**src/rtl/mfp_spi_lcd_master_if.sv**
```systemverilog
// AHB-Lite slave-side signal bundle for the SPI LCD master.
// The master modport is the bus/decoder side; the slave modport is the peripheral.
interface mfp_spi_lcd_master_if;
   logic        HSEL;
   logic [31:0] HADDR;
   logic [1:0]  HTRANS;
   logic        HWRITE;
   logic [31:0] HWDATA;
   logic [31:0] HRDATA;
   logic        HREADY;
   logic        HRESP;

   modport master (
      output HSEL, HADDR, HTRANS, HWRITE, HWDATA,
      input  HRDATA, HREADY, HRESP
   );

   modport slave (
      input  HSEL, HADDR, HTRANS, HWRITE, HWDATA,
      output HRDATA, HREADY, HRESP
   );
endinterface

```
**src/rtl/mfp_spi_lcd_master.sv**
```systemverilog
// AHB-Lite SPI LCD master: CPU writes {RS, byte} into a TX FIFO and the FSM
// shifts each byte out MSB-first in SPI mode 0 with a programmable divider.
// Optional macro MFP_SPI_LCD_IRQ_EN adds the IE register at 0xC and the IRQ port.
//
// state | meaning
// IDLE  | waiting for the FIFO to hold a byte
// LOAD  | pop FIFO, latch RS/shift register/divider, present bit 7
// LOW   | SCK low for div+1 cycles
// HIGH  | SCK high for div+1 cycles; slave sampled on entry
// DONE  | one-cycle gap after bit 0, then next byte or idle
module mfp_spi_lcd_master #(
   parameter int          FIFO_DEPTH  = 8,
   parameter logic [15:0] DEFAULT_DIV = 16'd4
) (
   input  logic                     HCLK,
   input  logic                     HRESETn,
   mfp_spi_lcd_master_if.slave      ahb,
   output logic                     IO_SPI_SDO,
   output logic                     IO_SPI_SCK,
`ifdef MFP_SPI_LCD_IRQ_EN
   output logic                     IO_SPI_RS,
   output logic                     IRQ
`else
   output logic                     IO_SPI_RS
`endif
);

   localparam int AW = $clog2(FIFO_DEPTH);
   localparam int CW = AW + 1;

   typedef enum logic [2:0] {ST_IDLE, ST_LOAD, ST_LOW, ST_HIGH, ST_DONE} state_t;

   state_t        state_q, state_d;
   logic          wr_q;
   logic [1:0]    addr_q;
   logic [31:0]   hrdata_q, rd_val;
   logic [8:0]    mem [FIFO_DEPTH];
   logic [AW-1:0] wr_ptr, rd_ptr;
   logic [CW-1:0] count;
   logic          empty, full, push, pop, busy, ovf;
   logic [1:0]    level;
   logic [15:0]   clkdiv, div_latched, tmr;
   logic [7:0]    shreg;
   logic [2:0]    bitcnt;
   logic          rs_q, sck_q;
   logic          wr_data, wr_stat, wr_div;
   logic          ie;
   logic          unused_ok;

   assign unused_ok = ^{ahb.HADDR[31:4], ahb.HADDR[1:0], ahb.HWDATA[31:16]};

   assign empty   = (count == '0);
   assign full    = (count == CW'(FIFO_DEPTH));
   assign level   = (count >= CW'(3)) ? 2'd3 : count[1:0];
   assign busy    = (state_q != ST_IDLE);
   assign wr_data = wr_q && (addr_q == 2'd0);
   assign wr_stat = wr_q && (addr_q == 2'd1);
   assign wr_div  = wr_q && (addr_q == 2'd2);
   assign pop     = (state_q == ST_LOAD);
   // A full FIFO still accepts a write in the cycle LOAD frees a slot.
   assign push    = wr_data && (!full || pop);

   assign ahb.HRDATA = hrdata_q;
   assign ahb.HREADY = 1'b1;
   assign ahb.HRESP  = 1'b0;
   assign IO_SPI_SDO = shreg[7];
   assign IO_SPI_SCK = sck_q;
   assign IO_SPI_RS  = rs_q;

   // Read mux for the register addressed in the current address phase.
   always_comb begin
      rd_val = '0;
      case (ahb.HADDR[3:2])
         2'd1:    rd_val = {26'b0, ovf, busy, full, empty, level};
         2'd2:    rd_val = {16'b0, clkdiv};
         2'd3:    rd_val = {31'b0, ie};
         default: rd_val = '0;
      endcase
   end

   // Address-phase capture and registered read data.
   always_ff @(posedge HCLK or negedge HRESETn) begin
      if (!HRESETn) begin
         wr_q     <= 1'b0;
         addr_q   <= 2'd0;
         hrdata_q <= '0;
      end else begin
         wr_q     <= ahb.HSEL && ahb.HTRANS[1] && ahb.HWRITE;
         addr_q   <= ahb.HADDR[3:2];
         hrdata_q <= (ahb.HSEL && ahb.HTRANS[1] && !ahb.HWRITE) ? rd_val : '0;
      end
   end

   // FIFO storage; contents are don't-care while the count says empty.
   always_ff @(posedge HCLK) begin
      if (push) mem[wr_ptr] <= ahb.HWDATA[8:0];
   end

   // FIFO pointers, occupancy and control registers.
   always_ff @(posedge HCLK or negedge HRESETn) begin
      if (!HRESETn) begin
         wr_ptr <= '0;
         rd_ptr <= '0;
         count  <= '0;
         ovf    <= 1'b0;
         clkdiv <= DEFAULT_DIV;
      end else begin
         if (push) wr_ptr <= wr_ptr + 1'b1;
         if (pop)  rd_ptr <= rd_ptr + 1'b1;
         case ({push, pop})
            2'b10:   count <= count + 1'b1;
            2'b01:   count <= count - 1'b1;
            default: count <= count;
         endcase
         if (wr_stat)                    ovf <= 1'b0;
         else if (wr_data && full && !pop) ovf <= 1'b1;
         if (wr_div) clkdiv <= ahb.HWDATA[15:0];
      end
   end

`ifdef MFP_SPI_LCD_IRQ_EN
   // Interrupt enable and registered "all drained" interrupt.
   always_ff @(posedge HCLK or negedge HRESETn) begin
      if (!HRESETn) begin
         ie  <= 1'b0;
         IRQ <= 1'b0;
      end else begin
         if (wr_q && (addr_q == 2'd3)) ie <= ahb.HWDATA[0];
         IRQ <= ie && empty && (state_q == ST_IDLE);
      end
   end
`else
   assign ie = 1'b0;
`endif

   // FSM state register.
   always_ff @(posedge HCLK or negedge HRESETn) begin
      if (!HRESETn) state_q <= ST_IDLE;
      else          state_q <= state_d;
   end

   // FSM next-state: half-period timer is a down-counter ending at zero.
   always_comb begin
      state_d = state_q;
      case (state_q)
         ST_IDLE: if (!empty) state_d = ST_LOAD;
         ST_LOAD: state_d = ST_LOW;
         ST_LOW:  if (tmr == 16'd0) state_d = ST_HIGH;
         ST_HIGH: if (tmr == 16'd0) state_d = (bitcnt == 3'd7) ? ST_DONE : ST_LOW;
         ST_DONE: state_d = empty ? ST_IDLE : ST_LOAD;
         default: state_d = ST_IDLE;
      endcase
   end

   // Shift datapath, timer and registered SCK.
   always_ff @(posedge HCLK or negedge HRESETn) begin
      if (!HRESETn) begin
         shreg       <= 8'h00;
         rs_q        <= 1'b0;
         sck_q       <= 1'b0;
         bitcnt      <= 3'd0;
         tmr         <= 16'd0;
         div_latched <= 16'd0;
      end else begin
         sck_q <= (state_d == ST_HIGH);
         case (state_q)
            ST_LOAD: begin
               {rs_q, shreg} <= mem[rd_ptr];
               div_latched   <= clkdiv;
               tmr           <= clkdiv;
               bitcnt        <= 3'd0;
            end
            ST_LOW: tmr <= (tmr == 16'd0) ? div_latched : tmr - 1'b1;
            ST_HIGH: begin
               if (tmr == 16'd0) begin
                  tmr <= div_latched;
                  if (bitcnt != 3'd7) begin
                     shreg  <= {shreg[6:0], 1'b0};
                     bitcnt <= bitcnt + 1'b1;
                  end
               end else begin
                  tmr <= tmr - 1'b1;
               end
            end
            default: ;
         endcase
      end
   end

endmodule

```
**src/flat_wrapper.sv**
```systemverilog
// flat-port wrapper written by rule: the top's interface ports become plain ports
module mfp_spi_lcd_master_flat 
#(
   parameter int          FIFO_DEPTH  = 8,
   parameter logic [15:0] DEFAULT_DIV = 16'd4
)
  (HCLK, HRESETn, IO_SPI_SDO, IO_SPI_SCK, IO_SPI_RS, ahb_HSEL, ahb_HADDR, ahb_HTRANS, ahb_HWRITE, ahb_HWDATA, ahb_HRDATA, ahb_HREADY, ahb_HRESP);
  mfp_spi_lcd_master_if ahb_i ();
  input  logic HCLK;
  input  logic HRESETn;
  output logic IO_SPI_SDO;
  output logic IO_SPI_SCK;
  output logic IO_SPI_RS;
  input wire logic [$bits(ahb_i.HSEL)-1:0] ahb_HSEL;
  input wire logic [$bits(ahb_i.HADDR)-1:0] ahb_HADDR;
  input wire logic [$bits(ahb_i.HTRANS)-1:0] ahb_HTRANS;
  input wire logic [$bits(ahb_i.HWRITE)-1:0] ahb_HWRITE;
  input wire logic [$bits(ahb_i.HWDATA)-1:0] ahb_HWDATA;
  output wire logic [$bits(ahb_i.HRDATA)-1:0] ahb_HRDATA;
  output wire logic [$bits(ahb_i.HREADY)-1:0] ahb_HREADY;
  output wire logic [$bits(ahb_i.HRESP)-1:0] ahb_HRESP;
  assign ahb_i.HSEL = ahb_HSEL;
  assign ahb_i.HADDR = ahb_HADDR;
  assign ahb_i.HTRANS = ahb_HTRANS;
  assign ahb_i.HWRITE = ahb_HWRITE;
  assign ahb_i.HWDATA = ahb_HWDATA;
  assign ahb_HRDATA = ahb_i.HRDATA;
  assign ahb_HREADY = ahb_i.HREADY;
  assign ahb_HRESP = ahb_i.HRESP;
  mfp_spi_lcd_master #(.FIFO_DEPTH(FIFO_DEPTH), .DEFAULT_DIV(DEFAULT_DIV)) u_core (.HCLK(HCLK), .HRESETn(HRESETn), .ahb(ahb_i), .IO_SPI_SDO(IO_SPI_SDO), .IO_SPI_SCK(IO_SPI_SCK), .IO_SPI_RS(IO_SPI_RS));
endmodule
```
**config.mk**
```make
export PLATFORM = sky130hd
export DESIGN_NAME = mfp_spi_lcd_master_flat
export DESIGN_NICKNAME = d
export VERILOG_FILES = /design/src/rtl/mfp_spi_lcd_master_if.sv /design/src/rtl/mfp_spi_lcd_master.sv /design/src/flat_wrapper.sv
export SDC_FILE = /design/constraint.sdc
export NUM_CORES = 1
export LEC_CHECK = 0
export BUFFER_PORTS_ARGS = -buffer_cell sky130_fd_sc_hd__buf_2
export CORE_ASPECT_RATIO = 0.6
export CORE_UTILIZATION = 47
export CTS_BUF_LIST = sky130_fd_sc_hd__clkbuf_4
export CTS_CLUSTER_SIZE = 16
export DETAILED_ROUTE_END_ITERATION = 10
export PLACE_DENSITY_LB_ADDON = 0.2
export SYNTH_ARGS = -nofsm -noshare
export SYNTH_HDL_FRONTEND = slang
export SYNTH_SLANG_ARGS = --single-unit
export TNS_END_PERCENT = 10
```
**constraint.sdc**
```tcl
create_clock -name HCLK -period 2.7 [get_ports HCLK]
set_clock_uncertainty 0.15 [all_clocks]
set_input_delay 0 -clock HCLK [delete_from_list [all_inputs] [get_ports HCLK]]
set_output_delay 0 -clock HCLK [all_outputs]
set_load 0.05 [all_outputs]
```
==> results.cfg <==
[logic_synthesis]
yosys.area.top_type_share = 0.316
synth_area_leaders = dfrtp_1 32%, edfxtp_1 29%, mux4_2 5.5%
netlist_area_um2 = 7360
synthFlopType = dfrtp_1
ys_types = 62
ys_ff_latch = 166
synth_edf_count = 72
synthArstFlopShare = 0.566
ys_seq_area_frac = 0.613
syn-instance-count = 578
synth_top_area_cell = dfrtp_1
syn_avg_cell_area_um2 = 12.7
yosys_warnings = 0

[pwr]
ir_drop_uv = 375
power_density_nw_per_um2 = 832
p_leak_uw = 0.00346

[cts]
tritoncts = done
clock-root-buffer = clkbuf_4
cts.sinks = 166
htree_num_levels = 4
clk-insertion-delay-late_ps = 530
numCtsBuffers = 17
clk_pin_slew_ps = 150
clock_path_buffers = 2
postCtsSetupBuffers = 0

[floorplan]
start_util = 0.480
die_y_um = 98.9
rows = 35
ios = 107
core_um2 = 15300
die_w_um = 164
die-area_um2 = 16200

[setup_path]
setup.worst_path.start_class = register
crit_arrival_ps = 2610
r2r_cells = 7
critPathKind = register to register
endpoint_kind = register
cp.required_ps = 2790
reg2reg_setup_slack_ps = 180
rr_endpoint = u_core.mem[0][1]
timing.rr.start = u_core.state_q[2]
crit_fanout = 16

[sta]
fmax_mhz = 396
drv_slew = 0
hold_viol_final = 0
fin_crit_ps = 2520
final-setup-viol-count = 0
tightest_slew_ps = 821
fin_crit_sh = 0.935
max_slew_margin = 0.448
tns_ps = 0
rsz0062_at_grt = no

[final_layout]
antenna_cells = 0
final_common_cell = dfrtp_1
final_cell_mix = 93 x dfrtp_1, 82 x nand2_1, 72 x edfxtp_1, 40 x buf_2, 32 x buf_4
syn2layout_area_growth_pct = 15.9
drive_gt1_frac = 0.232
final_area_um2 = 8530
final_nets = 745
fill_cells = 1289
final_cells = 881

[global_route]
antenna_found_initial = 0
grt_max_degree = 33
grt_pass1_wl_um = 26300
grt_pass1_vias = 4776
grt_overflow = 0
track_usage = 0.218

[route]
drc_errors = 0
vias_per_cell = 5.48
ant_nets = 0
via_count = 4829
drt_iter0_markers = 452
wl_per_cell_um = 18.2
firstDrtPassIters = 5
drt_wl_total_um = 16100

[place]
dp_hpwl_um = 11000
gp_congestion = 0.904
io_buffers = 41
dpl_cell_area_um2 = 7850
placed_cells = 821

[worst_hold_path]
min_from = ahb_HWDATA[12]
hold_path_class = input pin to register
holdPathStages = 3
min_to = u_core.clkdiv[12]

[outcome]
status = finished clean

[flow_run]
maxCapViolCount = 0
[how the worst max path moves through the flow]
stage	cells after the start	to	from	slack (ps)
floorplan	6	u_core.mem[1][0]	u_core.state_q[2]	200
global placement	9	u_core.count[3]	u_core.state_q[0]	310
detailed placement	9	u_core.count[3]	u_core.state_q[0]	250
CTS	9	u_core.count[3]	u_core.state_q[0]	210
global route	7	u_core.mem[1][4]	u_core.state_q[2]	8
finish	7	u_core.mem[0][1]	u_core.state_q[2]	180
[routing by layer]
metal  global-route usage  vias to the layer above  wire length, µm
li1                     -                     2254                -
met5                    0                        -                0
met2                0.286                      162             6470
met1                0.358                     2395             8330
met3               0.0425                       18             1080
met4               0.0705                        0              182
[state kept, by name, indices dropped and copies added (netlist names)]
register / count
u_core.wr_q: 1
u_core.clkdiv: 16
u_core.div_latched: 16
u_core.bitcnt: 3
u_core.ahb.HRDATA: 16
u_core.shreg: 8
u_core.IO_SPI_RS: 1
u_core.wr_ptr: 3
u_core.addr_q: 2
u_core.mem: 72
u_core.tmr: 16
u_core.ovf: 1
u_core.state_q: 3
u_core.rd_ptr: 3
u_core.IO_SPI_SCK: 1
u_core.count: 4
[what timing repair did]
item	CTS	global route
resized for setup	0	1
hold endpoints to repair	201	0
endpoints found under the setup margin	0	1
hold buffers	28	0
[Yosys cell counts (3+ instances only)]
library cell and count:
o21ai_1 20, inv_1 12, mux2_2 24, a22oi_1 4, a31oi_1 10, nor4_1 3, and2_1 10, mux2i_1 4
dfrtp_1 93, nand2b_1 9, edfxtp_1 72, or3_1 3, buf_2 6, a21oi_1 28, mux2_1 4, o22ai_1 13
o21ai_0 8, nor4_4 3, o31ai_1 5, nor2_1 26, a22o_1 5, buf_4 19, buf_1 3, xnor2_1 9
nor3_1 11, o22a_1 3, nand2_1 82, nor2b_1 5, o221ai_1 3, mux4_2 18, ha_1 9, clkbuf_1 18
[metrics by stage]
stage	util	worst slack, ps	hold WS (ps)	power (µW)
floorplan	-	197	-446	4770
global placement	0.512	310	-154	5180
detailed placement	0.512	254	-150	5250
CTS	0.556	208	24.2	7160
global route	0.557	8.39	23.6	7530
finish	0.557	175	65.9	7100
[worst max-delay path, stage by stage (launching register included)]
cell and delay [ps]:
dfrtp_1 410, buf_4 200, nor2b_1 160, nand2b_1 170
a21oi_1 460, nand2b_1 200, nor3_1 220, buf_4 250
[cell type report]
class	count	area [µm²]	area share
clock buffers	17	128	0.0150
well taps	203	254	0.0298
flip-flops and latches	166	4520	0.529
repair buffers	100	731	0.0857
inverters	13	48.8	0.00572
multi-input cells	367	2590	0.304
clock inverters	15	262	0.0307
[power breakdown]
group / switching (µW) / leakage [µW] / internal (µW)
sequential: 478 / 0.00182 / 3020
clock: 926 / 0.000205 / 951
combinational: 877 / 0.00144 / 851
[kinds of logic after synthesis]
logic type / Yosys count / share of synthesized area
xor gates and xnor gates: 10 / 0.0119
other: 2 / 0.00102
adders and majority gates: 10 / 0.0180
muxes: 50 / 0.103
DFF: 166 / 0.613
and+or+nand+nor: 165 / 0.112
buffers and inverters: 61 / 0.0430
AOI/OAI and AO/OA: 114 / 0.0974
Note: power is estimated with default switching activity, not from simulation.
